### config.mk
export PLATFORM = sky130hd
export DESIGN_NAME = pc_sequencer
export DESIGN_NICKNAME = d
export VERILOG_FILES = /design/src/rtl/pc_sequencer_pkg.sv /design/src/rtl/pc_sequencer_npc_sel.sv /design/src/rtl/pc_sequencer.sv
export SDC_FILE = /design/constraint.sdc
export NUM_CORES = 1
export LEC_CHECK = 0
export ABC_AREA = 1
export BUFFER_PORTS_ARGS = -buffer_cell sky130_fd_sc_hd__buf_2
export CORE_MARGIN = 5
export CORE_UTILIZATION = 30
export DETAILED_ROUTE_END_ITERATION = 12
export SLEW_MARGIN = 25
export SYNTH_ARGS = -nofsm -noshare
export SYNTH_HDL_FRONTEND = slang
export SYNTH_SLANG_ARGS = --single-unit
### constraint.sdc
create_clock -name clk -period 1.95 [get_ports clk]
set_input_delay 0.39 -clock clk [delete_from_list [all_inputs] [get_ports clk]]
set_output_delay 0.39 -clock clk [all_outputs]
set_load 0.02 [all_outputs]
### src/rtl/pc_sequencer_pkg.sv
// Shared definitions for the fetch-stage PC sequencer: state encodings,
// instruction size, default reset vector and the target alignment helper.
package pc_sequencer_pkg;

  typedef enum logic [1:0] {
    ST_BOOT       = 2'd0,
    ST_RUN        = 2'd1,
    ST_REDIR_WAIT = 2'd2,
    ST_HALTED     = 2'd3
  } state_e;

  localparam int unsigned INST_BYTES        = 4;
  localparam logic [31:0] DEFAULT_RESET_VEC = 32'h0000_0000;

  function automatic logic [31:0] align_pc(input logic [31:0] addr);
    return {addr[31:2], 2'b00};
  endfunction

endpackage

### src/rtl/pc_sequencer_npc_sel.sv
// Combinational next-PC mux for the fetch sequencer; also flags a wrong-path
// accept (flush_o). Optional feature macro: RUN_TRACE_EN (BOOT pre-increments pc).
module pc_sequencer_npc_sel
  import pc_sequencer_pkg::*;
(
  input  state_e      state_i,
  input  logic [31:0] pc_i,
  input  logic        redirect_valid_i,
  input  logic [31:0] redirect_target_i,
  input  logic [31:0] pend_target_i,
  input  logic        accept_i,
  input  logic        halt_i,
  output logic [31:0] npc_o,
  output logic        flush_o
);

  logic [31:0] seq_pc;

  // 32-bit modulo increment: the top word of the address space wraps to 0.
  assign seq_pc = pc_i + 32'(INST_BYTES);

  always_comb begin
    npc_o   = pc_i;
    flush_o = 1'b0;
    unique case (state_i)
      ST_BOOT: begin
`ifdef RUN_TRACE_EN
        npc_o = seq_pc;
`else
        npc_o = pc_i;
`endif
      end
      ST_RUN: begin
        if (halt_i) begin
          npc_o = pc_i;
        end else if (redirect_valid_i && accept_i) begin
          npc_o   = align_pc(redirect_target_i);
          flush_o = 1'b1;
        end else if (!redirect_valid_i && accept_i) begin
          npc_o = seq_pc;
        end
      end
      ST_REDIR_WAIT: begin
        // The buffered (older) redirect wins over anything arriving now.
        if (!halt_i && accept_i) begin
          npc_o   = pend_target_i;
          flush_o = 1'b1;
        end
      end
      default: npc_o = pc_i;
    endcase
  end

endmodule

### src/rtl/pc_sequencer.sv
// Fetch-stage PC sequencer: owns the PC, handshakes with the IROM, buffers late
// redirects and freezes on halt. Optional feature macro: RUN_TRACE_EN.
module pc_sequencer
  import pc_sequencer_pkg::*;
#(
  parameter logic [31:0] RESET_VEC = DEFAULT_RESET_VEC
) (
  input  logic        clk,
  input  logic        rst,
  input  logic        redirect_valid,
  input  logic [31:0] redirect_target,
  input  logic        stall_if,
  input  logic        halt_req,
  input  logic        fetch_ready,
  output logic [31:0] pc,
  output logic        fetch_valid,
  output logic        flush_if,
  output logic        halted
);

`ifdef RUN_TRACE_EN
  localparam logic [31:0] PC_RST = RESET_VEC - 32'(INST_BYTES);
`else
  localparam logic [31:0] PC_RST = RESET_VEC;
`endif

  state_e      state_q, state_d;
  logic [31:0] pc_q, pc_d;
  logic [31:0] pend_q, pend_d;
  logic        accept;

  assign fetch_valid = (state_q == ST_RUN) || (state_q == ST_REDIR_WAIT);
  assign halted      = (state_q == ST_HALTED);
  assign accept      = fetch_valid && fetch_ready && !stall_if;
  assign pc          = pc_q;

  pc_sequencer_npc_sel u_npc_sel (
    .state_i           (state_q),
    .pc_i              (pc_q),
    .redirect_valid_i  (redirect_valid),
    .redirect_target_i (redirect_target),
    .pend_target_i     (pend_q),
    .accept_i          (accept),
    .halt_i            (halt_req),
    .npc_o             (pc_d),
    .flush_o           (flush_if)
  );

  always_comb begin
    state_d = state_q;
    pend_d  = pend_q;
    unique case (state_q)
      ST_BOOT: state_d = ST_RUN;
      ST_RUN: begin
        if (halt_req) begin
          state_d = ST_HALTED;
          pend_d  = '0;
        end else if (redirect_valid && !accept) begin
          state_d = ST_REDIR_WAIT;
          pend_d  = align_pc(redirect_target);
        end
      end
      ST_REDIR_WAIT: begin
        if (halt_req) begin
          state_d = ST_HALTED;
          pend_d  = '0;
        end else if (accept) begin
          state_d = ST_RUN;
        end
      end
      default: state_d = ST_HALTED;
    endcase
  end

  always_ff @(posedge clk or posedge rst) begin
    if (rst) begin
      state_q <= ST_BOOT;
      pc_q    <= PC_RST;
      pend_q  <= '0;
    end else begin
      state_q <= state_d;
      pc_q    <= pc_d;
      pend_q  <= pend_d;
    end
  end

endmodule

# After elaboration in Yosys (flattened, before gate mapping)
# Index checks and enable logic that the tools add are counted.
[classes]
mux = 18
add_sub_neg = 1
n_eq_ne = 9
n_reduce_logical = 16
[ops]
columns = ["cell", "n"]
rows = [
  ["32-bit 2-to-1 mux", 7],
  ["32-bit case mux with 2 select lines", 2],
  ["32-bit by 3-bit adder with 32-bit output, second input constant", 1],
  ["2-bit 2-to-1 mux", 4],
  ["1-bit logical AND", 6],
  ["2-bit case mux with 3 select lines", 1],
  ["2-bit equality test, second input constant", 2],
  ["1-bit zero test", 4],
  ["2-bit inequality test, second input constant", 2],
  ["4-bit AND reduction", 1],
  ["1-bit 2-to-1 mux", 3],
  ["3-bit by 1-bit inequality test with 1-bit output, second input constant", 1],
  ["3-bit by 2-bit inequality test with 1-bit output, second input constant", 1],
  ["3-bit inequality test, second input constant", 1],
  ["3-bit AND reduction", 1],
  ["2-bit by 1-bit equality test with 1-bit output, second input constant", 1],
  ["2-bit zero test", 1],
  ["2-bit by 1-bit inequality test with 1-bit output, second input constant", 1],
  ["1-bit case mux with 2 select lines", 1],
  ["2-bit AND reduction", 1],
  ["2-bit nonzero test", 1],
  ["1-bit logical OR", 1],
]
[word_totals]
word_cells = 47
ff_bits = 66
input_bits = 38
out_inout_bits = 35

# Logic depth before layout (Yosys ltp)
[depth]
ltp_word = 9
depth_mapped = 11
mapped_depth_nobuf = 11

# By module
# Synthesis repeated with hierarchy kept, for this count alone.
[unflattened]
cells_unflattened = 790
area_unflattened_um2 = 5151.2
[by_module_without_submodules]
columns = ["module", "cells_per_inst", "seq_area_each_um2", "instances", "area_each_um2"]
rows = [
  ["pc_sequencer_npc_sel", 528, 0.0, 1, 2602.5],
  ["pc_sequencer", 262, 1601.5, 1, 2548.7],
]

# Worst setup path before layout
# OpenSTA, ideal clock, no wires.
[synth_timing]
kind = "register to output"
from = "register state_q[0]"
to = "output flush_if"
path_buffers = 0
t_required_ns = 1.560
slack_ns = -0.063
stages_incl_launch_ff = 6
arrival_time_ns = 1.623
cell_sequence = "dfrtp_1 > inv_1 > ha_1 > nand2_1 > nor2_4 > a21boi_0"
[synth_between]
elab_chain_len = 8
word_cells_on_any_way = 11
classes_between = "eq/ne: 2; mux: 4; reduce/logical: 5"
[synth_rtl]
columns = ["item", "line", "text"]
rows = [
  ["from (decl)", "pc_sequencer.sv:27", "state_e state_q, state_d;"],
  ["from (signal assigned)", "pc_sequencer.sv:81", "state_q <= state_d;"],
  ["2-bit by 1-bit equality test with 1-bit output or 2-bit equality test (tied branches)", "pc_sequencer.sv:32", "assign fetch_valid = (state_q == ST_RUN) || (state_q == ST_REDIR_WAIT);"],
  ["1-bit logical OR *", "pc_sequencer.sv:32", ""],
  ["via fetch_valid", "pc_sequencer.sv:16", "output logic fetch_valid,"],
  ["1-bit logical AND * (2 in a row)", "pc_sequencer.sv:34", "assign accept = fetch_valid && fetch_ready && !stall_if;"],
  ["1-bit logical AND", "pc_sequencer_npc_sel.sv:36", "end else if (redirect_valid_i && accept_i) begin"],
  ["1-bit 2-to-1 mux", "pc_sequencer_npc_sel.sv:36", ""],
  ["1-bit 2-to-1 mux", "pc_sequencer_npc_sel.sv:34", "if (halt_i) begin"],
  ["1-bit case mux with 2 select lines *", "pc_sequencer_npc_sel.sv:25", "unique case (state_i)"],
  ["to (decl)", "pc_sequencer.sv:17", "output logic flush_if,"],
]
# The timed path passes the listed nets; every way through them passes the cells marked *.

# Final worst setup path
[layout_timing]
from = "register state_q[1]"
to = "output flush_if"
[layout_between]
elab_chain_len = 8
word_cells_on_any_way = 11
classes_between = "eq/ne: 2; mux: 4; reduce/logical: 5"
[layout_rtl]
columns = ["item", "line"]
rows = [
  ["2-bit by 1-bit equality test with 1-bit output or 2-bit equality test (tied branches)", "pc_sequencer_npc_sel.sv:25, pc_sequencer.sv:32"],
  ["1-bit logical OR", "pc_sequencer.sv:32"],
  ["1-bit logical AND (2 in a row)", "pc_sequencer.sv:34"],
  ["1-bit logical AND", "pc_sequencer_npc_sel.sv:36"],
  ["1-bit 2-to-1 mux", "pc_sequencer_npc_sel.sv:36"],
  ["1-bit 2-to-1 mux", "pc_sequencer_npc_sel.sv:34"],
  ["1-bit case mux with 2 select lines *", "pc_sequencer_npc_sel.sv:25"],
]
# Every way passes the cells marked *; elsewhere a longest branch is shown, timed or not.

==> reports/metrics.cfg <==
[floorplanning]
rows=42
die-area_um2=16000
pin_count=73
die_w_um=127
start_util=0.307
core_area_um2=13300
dieHeight_um=127

[flow_run]
drv_cap=0

[finish]
fin_cells=870
fill_cells=1444
area_growth_pct=25.8
nNetsFinal=734
diodes=0
layout-drive-gt1-share=0.246
fin_util=0.386

[critical_path]
critPathKind=reg -> out
end_kind=primary output
cp_slowest_stage_delay_ns=0.36
worstSetupStartpointType=flip-flop
crit_family=flip-flops
slowest_stage=dfrtp_1
path_cells=inv_2 > ha_4 > nand2_2 > nor2_4 > a21boi_2 > buf_4
cp.arrival_ns=1.49
crit_buf_inv=2
worstPathMaxFanout=3
required_ns=1.56

[global_routing]
antenna_found_initial=0
track_usage=0.151
overflow=0
grt_max_degree=31
grt_pass1_vias=3803
grt_pass1_wl_mm=19.5

[pwr]
ir_worst_vdd_v=0.000373
p_leak_uw=0.00277
p_per_area_nw_per_um2=555

[timing]
fin_skew_ns=0.00404
max_freq_mhz=532
finalCriticalPeriod_ns=1.88
rsz0062_at_grt=yes
period_share=0.965
finalSetupTns_ns=0
holdWs_ns=0.00836
slew_violations=0
setup_viol=0
hold_viol_final=0
setup_ws_ns=0.0688

[drt]
drc=0
drt-initial-drc-count=232
dr.pass1.iters=5
via_count=4018
viasPerCell=4.62
ant_nets=0
wl_per_cell_um=14.2
drt-total-wl_mm=12.3

[logic_synthesis]
async_flop_share=1.00
yosysSeqAreaShare=0.381
ys_warn_count=0
ys.flop_type=dfrtp_1
synth_edf_count=0
synth_cells=611
syn_area_um2=4080
synth.avg_cell_area_um2=6.67
synth_seq_cells=62
synth_cell_type_count=31

[clock_network]
cts_tree=built
insertion_delay_ns=0.33
cts-root-buf=clkbuf_16
path_clk_slew_ns=0.05
clockBufferDepth=2
cts.sinks=62
postCtsHoldBufs=0
cts.htree.levels=3
cts_buffers=9

[placed_design]
io_buffers=68
gp_congestion=0.869
place_hpwl_mm=8.51
dp_slack_ns=0.106
placed_cells=848

[min_path]
min_path_type=in -> async

[run_status]
status=completed

-- stage by stage --
step / cell area, um2 / power, uW
after floorplan: 4080 / 1350
after global placement: 4700 / 1410
after detailed placement: 4700 / 1410
after CTS: 5010 / 2880
after global routing: 5130 / 2960
final: 5130 / 2850
-- timing repair --
action / in CTS / in global routing
gates resized for setup: 7 / 12
setup buffers: 4 / 1
endpoints found under the setup margin: 1 / 34
hold endpoints to repair: 0 / 0
cloned: 0 / 3
pin swaps: 1 / 3
-- cell type report --
class / count / area, um2 / share of cell area
repair buffers: 93 / 644 / 0.126
clock buffers: 12 / 246 / 0.0481
well taps: 176 / 220 / 0.0429
clock inverters: 2 / 10.0 / 0.00195
multi-input cells: 456 / 2200 / 0.428
flip-flops and latches: 62 / 1550 / 0.303
inverters: 69 / 259 / 0.0505
-- report_power, final --
group / switching (uW) / total (uW) / internal, uW
registers: 0 / 1290 / 1290
logic: 63.3 / 103 / 39.8
clock network: 579 / 1450 / 876
-- layout by cell type, fill, tap and decap left out, types with 2 or more instances in the layout --
cell type	instances
nand2_1	212
buf_2	67
dfrtp_1	62
nor2_1	59
inv_1	58
o21ai_0	50
nor2_2	31
nand3_1	31
a21oi_1	27
buf_4	17
inv_2	11
clkbuf_16	11
nor2_4	10
buf_12	6
nand2_2	5
o21ai_1	4
o22ai_1	3
xnor2_1	3
ha_4	3
nand2_4	2
nand4_1	2
ha_1	2
conb_1	2
clkbuf_1	2
clkinv_2	2
-- synthesized netlist by cell type, types with 2 or more instances --
cell      count  area share
buf_6         4       0.011
buf_2        12       0.015
buf_4         2      0.0037
o22ai_1       3      0.0046
a21oi_1      27       0.033
o21ai_0      50       0.061
nand4_1       2      0.0031
ha_1          5       0.015
nor2_2       30       0.046
nand2_4       2      0.0055
nand2_2       4      0.0061
nand2_1     213        0.20
o21ai_1       4      0.0049
clkbuf_1      7      0.0064
nand3_1      32       0.039
dfrtp_1      62        0.38
inv_1        63       0.058
nor2_4        8       0.022
xnor2_1       3      0.0064
inv_2         6      0.0055
nor2_1       62       0.057
-- layer usage --
metal / up-vias / part of all wire / GRT usage / wire length, um
met5: - / 0 / 0 / 0
met4: 0 / 0.0072 / 0.0246 / 89
met3: 9 / 0.058 / 0.0450 / 714
met2: 108 / 0.46 / 0.242 / 5690
met1: 1839 / 0.47 / 0.206 / 5820
li1: 2062 / - / - / -
-- flip-flops by register name (all words and copies together), names as in the netlist --
register  count
state_q       2
pend_q       30
pc           30
-- logic make-up after synthesis --
family          Yosys count  synth area share
compound gates           88             0.114
simple gates            357             0.381
flops                    62             0.381
buf+inv                  94            0.0995
other cells               1          0.000920
fa+ha+maj                 5            0.0154
xor+xnor                  4           0.00860
-- final timing paths --
kind	start	endpoint	slack (ns)	cells after the start
worst max register to register	state_q[1]	pend_q[19]	0.08	12
worst min register to register	pend_q[4]	pend_q[4]	0.48	2
min in group clk	redirect_target[26]	pend_q[26]	0.31	3
worst max-delay path	state_q[1]	flush_if	0.07	6
worst min-delay path	rst	pc[25]	0.008	2
max in group asynchronous	rst	state_q[1]	1.43	3
Power figures use the tool's default switching activity.
